--- src/rtl/multicycle_control.sv ---
// Multi-cycle FSM controller sequencing the MIPS datapath (IF/DEC/EX/MEM/WB).
// Define CTRL_MEM_TIMEOUT_EN to add the sticky data-memory timeout fault (ERR state).
module multicycle_control
  #(parameter int MEM_TIMEOUT = 16)
(
  input  logic        Clk,
  input  logic        Reset,
  input  logic [31:0] Instr,
  input  logic        Zero,
  input  logic        Mem_Ack,
  output logic        Instr_LdEn,
  output logic        PC_sel,
  output logic        PC_LdEn,
  output logic        RF_WrEn,
  output logic        RF_WrData_sel,
  output logic        RF_B_sel,
  output logic        ALU_Bin_sel,
  output logic [3:0]  ALU_func,
  output logic        Mem_Req,
  output logic        Mem_WrEn,
  output logic        Illegal,
  output logic        Err,
  output logic [2:0]  State
);
  typedef enum logic [2:0] {
    S_IF  = 3'd0,
    S_DEC = 3'd1,
    S_EX  = 3'd2,
    S_MEM = 3'd3,
    S_WB  = 3'd4,
    S_ERR = 3'd5
  } state_t;

  localparam logic [3:0] ALU_ADD = 4'b0000;
  localparam logic [3:0] ALU_SUB = 4'b0001;
  localparam logic [3:0] ALU_AND = 4'b0010;
  localparam logic [3:0] ALU_OR  = 4'b0011;

  state_t     r_state;
  state_t     w_next;
  logic [5:0] w_op;
  logic       w_nop, w_rtype, w_addi, w_andi, w_ori, w_lw, w_sw;
  logic       w_beq, w_bne, w_b, w_imm, w_branch, w_undef, w_taken;

  assign w_op = Instr[31:26];

  // All-zero word is a nop even though its opcode field matches beq.
  always_comb begin
    w_nop   = (Instr == 32'h0);
    w_rtype = (w_op == 6'b100000);
    w_addi  = (w_op == 6'b110000);
    w_andi  = (w_op == 6'b110010);
    w_ori   = (w_op == 6'b110011);
    w_lw    = (w_op == 6'b001111);
    w_sw    = (w_op == 6'b011111);
    w_beq   = (w_op == 6'b000000) && !w_nop;
    w_bne   = (w_op == 6'b000001);
    w_b     = (w_op == 6'b111111);
    w_imm   = w_addi | w_andi | w_ori;
    w_branch = w_beq | w_bne | w_b;
    w_undef = !(w_nop | w_rtype | w_imm | w_lw | w_sw | w_branch);
    w_taken = w_b | (w_beq & Zero) | (w_bne & ~Zero);
  end

`ifdef CTRL_MEM_TIMEOUT_EN
  localparam int CW = $clog2(MEM_TIMEOUT + 1);
  localparam logic [CW-1:0] TO_LAST = CW'(MEM_TIMEOUT - 1);

  logic [CW-1:0] r_cnt;
  logic          w_timeout;

  // Counter is held at zero outside MEM, so every MEM visit starts from zero.
  always_ff @(posedge Clk) begin
    if (Reset || r_state != S_MEM) begin
      r_cnt <= '0;
    end else if (!Mem_Ack) begin
      r_cnt <= r_cnt + CW'(1);
    end
  end

  assign w_timeout = (r_cnt == TO_LAST) && !Mem_Ack;
`endif

  always_ff @(posedge Clk) begin
    if (Reset) begin
      r_state <= S_IF;
    end else begin
      r_state <= w_next;
    end
  end

  // Reset gates every output so a request in flight is dropped in the reset cycle.
  always_comb begin
    w_next        = r_state;
    Instr_LdEn    = 1'b0;
    PC_sel        = 1'b0;
    PC_LdEn       = 1'b0;
    RF_WrEn       = 1'b0;
    RF_WrData_sel = 1'b0;
    RF_B_sel      = 1'b0;
    ALU_Bin_sel   = 1'b0;
    ALU_func      = ALU_ADD;
    Mem_Req       = 1'b0;
    Mem_WrEn      = 1'b0;
    Illegal       = 1'b0;
    Err           = 1'b0;
    State         = r_state;
    if (Reset) begin
      w_next = S_IF;
      State  = S_IF;
    end else begin
      case (r_state)
        S_IF: begin
          Instr_LdEn = 1'b1;
          w_next     = S_DEC;
        end
        S_DEC: begin
          if (w_nop || w_undef) begin
            PC_LdEn = 1'b1;
            Illegal = w_undef;
            w_next  = S_IF;
          end else begin
            w_next = S_EX;
          end
        end
        S_EX: begin
          ALU_Bin_sel = w_imm | w_lw | w_sw;
          RF_B_sel    = w_beq | w_bne;
          if (w_rtype)            ALU_func = Instr[3:0];
          else if (w_andi)        ALU_func = ALU_AND;
          else if (w_ori)         ALU_func = ALU_OR;
          else if (w_beq | w_bne) ALU_func = ALU_SUB;
          if (w_branch) begin
            PC_LdEn = 1'b1;
            PC_sel  = w_taken;
            w_next  = S_IF;
          end else if (w_lw || w_sw) begin
            w_next = S_MEM;
          end else begin
            w_next = S_WB;
          end
        end
        S_MEM: begin
          Mem_Req     = 1'b1;
          Mem_WrEn    = w_sw;
          ALU_Bin_sel = 1'b1;
          RF_B_sel    = w_sw;
          if (Mem_Ack) begin
            if (w_sw) begin
              PC_LdEn = 1'b1;
              w_next  = S_IF;
            end else begin
              w_next = S_WB;
            end
          end
`ifdef CTRL_MEM_TIMEOUT_EN
          else if (w_timeout) begin
            w_next = S_ERR;
          end
`endif
        end
        S_WB: begin
          RF_WrEn       = 1'b1;
          RF_WrData_sel = w_lw;
          RF_B_sel      = w_imm | w_lw;
          PC_LdEn       = 1'b1;
          w_next        = S_IF;
        end
`ifdef CTRL_MEM_TIMEOUT_EN
        S_ERR: begin
          Err = 1'b1;
        end
`endif
        default: w_next = S_IF;
      endcase
    end
  end
endmodule
--- config.mk ---
export PLATFORM = sky130hd
export DESIGN_NAME = multicycle_control
export DESIGN_NICKNAME = d
export VERILOG_FILES = /design/src/rtl/multicycle_control.sv
export SDC_FILE = /design/constraint.sdc
export NUM_CORES = 1
export LEC_CHECK = 0
export ABC_CLOCK_PERIOD_IN_PS = 3800
export BUFFER_PORTS_ARGS = -buffer_cell sky130_fd_sc_hd__buf_2
export CAP_MARGIN = 20
export CELL_PAD_IN_SITES_DETAIL_PLACEMENT = 1
export CELL_PAD_IN_SITES_GLOBAL_PLACEMENT = 1
export CORE_AREA = 2 2 53 55
export CTS_BUF_LIST = sky130_fd_sc_hd__clkbuf_4
export CTS_CLUSTER_SIZE = 8
export DETAILED_ROUTE_END_ITERATION = 8
export DIE_AREA = 0 0 55 57
export GPL_ROUTABILITY_DRIVEN = 0
export HOLD_SLACK_MARGIN = 0.1
export PLACE_DENSITY_LB_ADDON = 0.12
export REMOVE_ABC_BUFFERS = 1
export SETUP_SLACK_MARGIN = 0.05
export SKIP_LAST_GASP = 1
export SYNTH_ARGS = -nofsm -noshare
export SYNTH_HDL_FRONTEND = slang
export SYNTH_SLANG_ARGS = --single-unit
--- constraint.sdc ---
create_clock -name Clk -period 3.8 [get_ports Clk]
set_clock_uncertainty 0.15 [all_clocks]
set_input_delay 0.19 -clock Clk [delete_from_list [all_inputs] [get_ports Clk]]
set_output_delay 0.19 -clock Clk [all_outputs]
set_load 0.01 [all_outputs]
== Yosys cells after proc, flatten, opt, wreduce, memory -nomap -nowiden ==
Cells that the tools add are included.

* Equality and inequality tests: 13
* Muxes and demuxes: 39
* Bitwise logic cells: 16
* Reductions and logical operators: 8

{| class="wikitable"
|+ Operator list
! operator !! count
|-
| logical NOT 32 bit || 1
|-
| equality test 6 bit (second input constant) || 5
|-
| two-way mux 1 bit || 24
|-
| two-way mux 3 bit || 5
|-
| bitwise OR 1 bit || 13
|-
| two-way mux 4 bit || 3
|-
| one-hot mux 3 bit (4 select lines) || 1
|-
| equality test 3 x 2 -> 1 bit (second input constant) || 2
|-
| equality test 6 x 1 -> 1 bit (second input constant) || 1
|-
| equality test 6 x 4 -> 1 bit (second input constant) || 1
|-
| equality test 6 x 5 -> 1 bit (second input constant) || 1
|-
| logical NOT 6 bit || 1
|-
| two-way mux 2 bit || 3
|-
| one-hot mux 1 bit (4 select lines) || 1
|-
| equality test 3 x 1 -> 1 bit (second input constant) || 1
|-
| equality test 3 bit (second input constant) || 1
|-
| logical NOT 3 bit || 1
|-
| one-hot mux 1 bit (3 select lines) || 1
|-
| bitwise AND 1 bit || 2
|-
| logical NOT 1 bit || 2
|-
| logical OR 1 bit || 2
|-
| inequality test 2 bit (second input constant) || 1
|-
| one-hot mux 1 bit (2 select lines) || 1
|-
| logical AND 1 bit || 1
|-
| inverter 1 bit || 1
|}

* Flip-flop bits (word level): 3
* Output and inout port bits: 18

== Logic depth before layout (Yosys ltp) ==
* Depth in word-level cells: 12
* Depth in mapped cells: 6

== Worst setup path after synthesis ==
OpenSTA, ideal clock, no wires.

* Path type: input port to output port
* From: in Instr[30]
* To: out PC_LdEn
* Arrival time: 1.519 ns
* Data required time: 3.460 ns
* Setup slack: 1.941 ns
* Stages on the path: 6
* Cells stage by stage: buf_6 > or4_4 > o22ai_2 > nand2_1 > o31a_1 > a41oi_2

* Longest elaborated chain between the ends: 12

{| class="wikitable"
|+ RTL lines
! what !! line !! RTL
|-
| from (decl) || 8 || <nowiki>input logic [31:0] Instr,</nowiki>
|-
| equality test 6 bit, on equally long branches || 51, 52 ||
|-
| bitwise OR 1 bit (2 in a row) || 59 || <nowiki>w_imm = w_addi | w_andi | w_ori;</nowiki>
|-
| bitwise OR 1 bit (4 in a row) || 61 || <nowiki>w_undef = !(w_nop | w_rtype | w_imm | w_lw | w_sw | w_branch);</nowiki>
|-
| logical NOT 1 bit || 61 ||
|-
| logical OR 1 bit || 118 || <nowiki>if (w_nop || w_undef) begin</nowiki>
|-
| two-way mux 1 bit || 118 ||
|-
| one-hot mux 1 bit (4 select lines) (*) || 112 || <nowiki>case (r_state)</nowiki>
|-
| two-way mux 1 bit (*) || 108 || <nowiki>if (Reset) begin</nowiki>
|-
| to (decl) || 13 || <nowiki>output logic PC_LdEn,</nowiki>
|}

Every way passes the cells marked *; elsewhere a longest branch is shown, timed or not.

== Final worst setup path ==
Same ends and word-level chain as after synthesis.

==> results by group <==
Finish
  – Biggest regs: r_state: 3 flops
  – NumNets Final: ~190
  – Biggest register: r_state
  – Ant diodes: 0
  – Synth-to-Final Area Change: 35.7%
  – Finished Core Util: 36.2%
  – Layout cells sized above 1: approximately two fifths
  – Max FFs per register: 3
  – Design Area, Final: ~950 um2

Global route
  – All-Layer GR Usage: ~18%
  – Total gr overflow: 0
  – Initial antenna violation count: 0
  – Largest net degree at the start of global routing: 17
  – Global-route wire length before repair: roughly 4200 um
  – Vias in the first global route: 949

Setup path
  – R2R cell count: 4
  – Crit-path max FO: 10
  – Slowest CP cell: or4_4
  – Crit-path leading delay family: simple AND/OR/NAND/NOR gates
  – Setup crit start kind: input pin
  – Worst path buffer plus inverter count: 2
  – Worst reg2reg path startpoint: r_state[2]$_SDFFE_PP0P_
  – Worst setup path start: Instr[30]
  – Critical path depth: 7
  – CP endpoint kind: primary output
  – CP Capture Point: PC_LdEn
  – Crit-path cells: buf_2 > or4_4 > o22ai_2 > nand2_1 > o31a_1 > a41oi_2 > buf_2
  – Worst Setup Path Type: in2out
  – Worst reg-to-reg setup slack: ~2.1 ns
  – Critical Path RT: 3.46 ns
  – WP data arrival: between 1.5 and 2 ns
  – Crit-path max cell delay: 0.59 ns
  – Top cell by count, worst path: buf_2
  – Reg2Reg Capture Point: r_state[2]$_SDFFE_PP0P_

Floorplan
  – Core box area: approximately 2600 um2
  – Die height: 57 um
  – Die Width: between 50 and 60 um
  – Initial Utilization: 26.7%
  – # IOs: 54
  – Num rows: 19
  – Die area: 3140 um2

CTS
  – H-tree depth: 1
  – Worst-path clk slew: approximately 0.04 ns
  – CTS tree: yes
  – Clock Tree Buf Depth: 2
  – Total clock sinks: 3
  – Clock root cell: clkbuf_4
  – Post-CTS Resized: 0
  – Setup Buffers After CTS: 0
  – Worst-Skew Late Latency: between 0.2 and 0.25 ns
  – Inserted Clock Buffers: 3
  – Hold_buf cts: 0

Placement
  – DP Area: 917 um2
  – I/O Buffers: 52
  – Post-DP HPWL: ~2100 um

STA
  – Fin. max-slew vios: 0
  – Clock period minus worst slack: about 2.1 ns
  – RSZ-0062 raised after global routing: false
  – Crit share post-route: 54.9%
  – Worst slew margin: between 60 and 70%
  – Worst Tran Pin Value: 0.528 ns
  – Max Clk Rate: about 480 MHz
  – Final Hold Viols: 0
  – Hold Worst Slack: 0.144 ns
  – Finish-stage setup viols: 0
  – Post-route setup TNS: 0 ns

Min path
  – HP Class: in2reg
  – Hold Startpoint: Reset
  – Hold path cells: 2

Status
  – Status: complete, no violations

Pwr
  – Pwr dens: 168 nW/um2
  – Switch share: between 30% and 40%
  – Clock share of power: ~40%
  – Reg power frac: 23.5%
  – Switching pwr: about 0.000053 W
  – VDD IR max: about 160 uV
  – Internal power: between 0.0001 and 0.00015 W
  – Logic pwr share: a little over a third
  – Leak pwr: about 0.42 nW

Logic synthesis
  – Yosys Warn Count: 0
  – Yosys top cell area share: roughly 8.6%
  – Number of distinct library cells after synthesis: 36
  – Post-synthesis register bit count: 3
  – Register area share after synthesis: around 8.6%
  – Synthesized area per cell: a little under 7 um2
  – Yosys top cell by area: dfxtp_1
  – Synthesized cell area: about 700 um2
  – Cells after synthesis: between 100 and 150
  – Top cells by area, synth: dfxtp_1 (8.6%), nor4_1 (8.1%), buf_6 (6.5%), nor2b_1 (5.4%), nand4_1 (4.5%)

Drt
  – DRC violations left: 0
  – Routed Antenna Nets: 0
  – Top Metal Used: met4
  – WL per Instance: 14.0 um
  – Met3 wire len: about 130 um
  – Drt first pass iters: 4
  – Wire length on met1: approximately 1100 um
  – Wire length on met2: 1270 um
  – Routed wire length: 2530 um
  – Via density: about 5.4
  – DR iter-0 viols: 8
  – Via count: 970

Flow run
  – Max-Cap Viols: 0
-- logic make-up (layout without fill, tap and decap cells) --
| kind of cell | Yosys count | in the layout | synth area share, % |
|---|---|---|---|
| other | 1 | 1 | 0.537 |
| flip-flops | 3 | 3 | 8.60 |
| AO/OA/AOI/OAI | 25 | 25 | 27.4 |
| AND/OR/NAND/NOR | 60 | 60 | 48.2 |
| buffers and inverters | 11 | 60 | 13.6 |
| multiplexers | 1 | 1 | 1.61 |
-- cell type report --
cell class,count,area (um2)
Clock buffer,4,30.0
Fill cell,351,1670
Inverter,4,15.0
Multi-Input combinational cell,87,543
Sequential cell,3,60.1
Tap cell,31,38.8
Timing Repair Buffer,52,260
-- through the flow --
step           setup slack (ns)  power (W)  std cells
2_1_floorplan              2.06  0.0000599         94
3_3_place_gp               1.74  0.0000941        177
3_5_place_dp               1.71  0.0000957        177
4_1_cts                    1.70   0.000163        181
5_1_grt                    1.64   0.000173        181
6_report                   1.71   0.000159        181
-- power groups by stage --
stage          Combinational [W]   Clock, W  Sequential (W)
4_1_cts                0.0000584  0.0000668       0.0000373
3_5_place_dp           0.0000580          0       0.0000377
5_1_grt                0.0000653  0.0000697       0.0000380
2_1_floorplan          0.0000235          0       0.0000364
6_report               0.0000578  0.0000642       0.0000375
3_3_place_gp           0.0000564          0       0.0000377
-- worst register-to-register path: stages (launching register included) --
cell and delay (ns):
dfxtp_1 0.36, nand2b_1 0.24, nor2_1 0.15, nand4_1 0.11, a2111oi_0 0.50
-- worst min-delay path by stage --
stage,end,slack (ns)
after floorplan,r_state[0]$_SDFFE_PP0P_,0.11
after global placement,r_state[0]$_SDFFE_PP0P_,0.38
after detailed placement,r_state[1]$_SDFFE_PP0P_,0.38
after CTS,r_state[0]$_SDFFE_PP0P_,0.14
after global routing,r_state[1]$_SDFFE_PP0P_,0.18
final,r_state[0]$_SDFFE_PP0P_,0.14
-- metal layers --
metal,track usage [%],vias to the layer above
met5,0,-
met4,5.92,0
met3,3.14,4
met2,29.4,27
met1,22.4,450
li1,-,489
-- cells in the mapped netlist --
| library cell | number |
|---|---|
| a2111oi_0 | 1 |
| a211o_1 | 1 |
| a211o_2 | 1 |
| a211oi_1 | 2 |
| a21oi_1 | 6 |
| a41oi_2 | 1 |
| and2_1 | 3 |
| buf_4 | 1 |
| buf_6 | 4 |
| clkbuf_8 | 2 |
| conb_1 | 1 |
| dfxtp_1 | 3 |
| inv_1 | 4 |
| mux2_2 | 1 |
| nand2_1 | 6 |
| nand2b_1 | 3 |
| nand3_1 | 6 |
| nand4_1 | 5 |
| nor2_1 | 8 |
| nor2b_1 | 6 |
| nor3_1 | 6 |
| nor3_2 | 1 |
| nor4_1 | 9 |
| nor4b_1 | 1 |
| o211ai_1 | 2 |
| o21a_1 | 1 |
| o21ai_0 | 3 |
| o221ai_1 | 1 |
| o22ai_2 | 1 |
| o31a_1 | 1 |
| o31ai_1 | 1 |
| o32a_1 | 1 |
| o32ai_1 | 1 |
| o41ai_1 | 1 |
| or3_1 | 5 |
| or4_4 | 1 |
-- layout by cell type (no fill, tap or decap), types with 2 or more instances in the layout --
cell	netlist	final
a211oi_1	2	2
a21oi_1	6	6
and2_1	3	3
buf_2	0	52
clkbuf_4	0	4
dfxtp_1	3	3
inv_1	4	4
nand2_1	6	6
nand2b_1	3	3
nand3_1	6	6
nand4_1	5	5
nor2_1	8	8
nor2b_1	6	6
nor3_1	6	6
nor4_1	9	9
o211ai_1	2	2
o21ai_0	3	3
or3_1	5	5
Note: power is estimated with default switching activity, not from simulation.
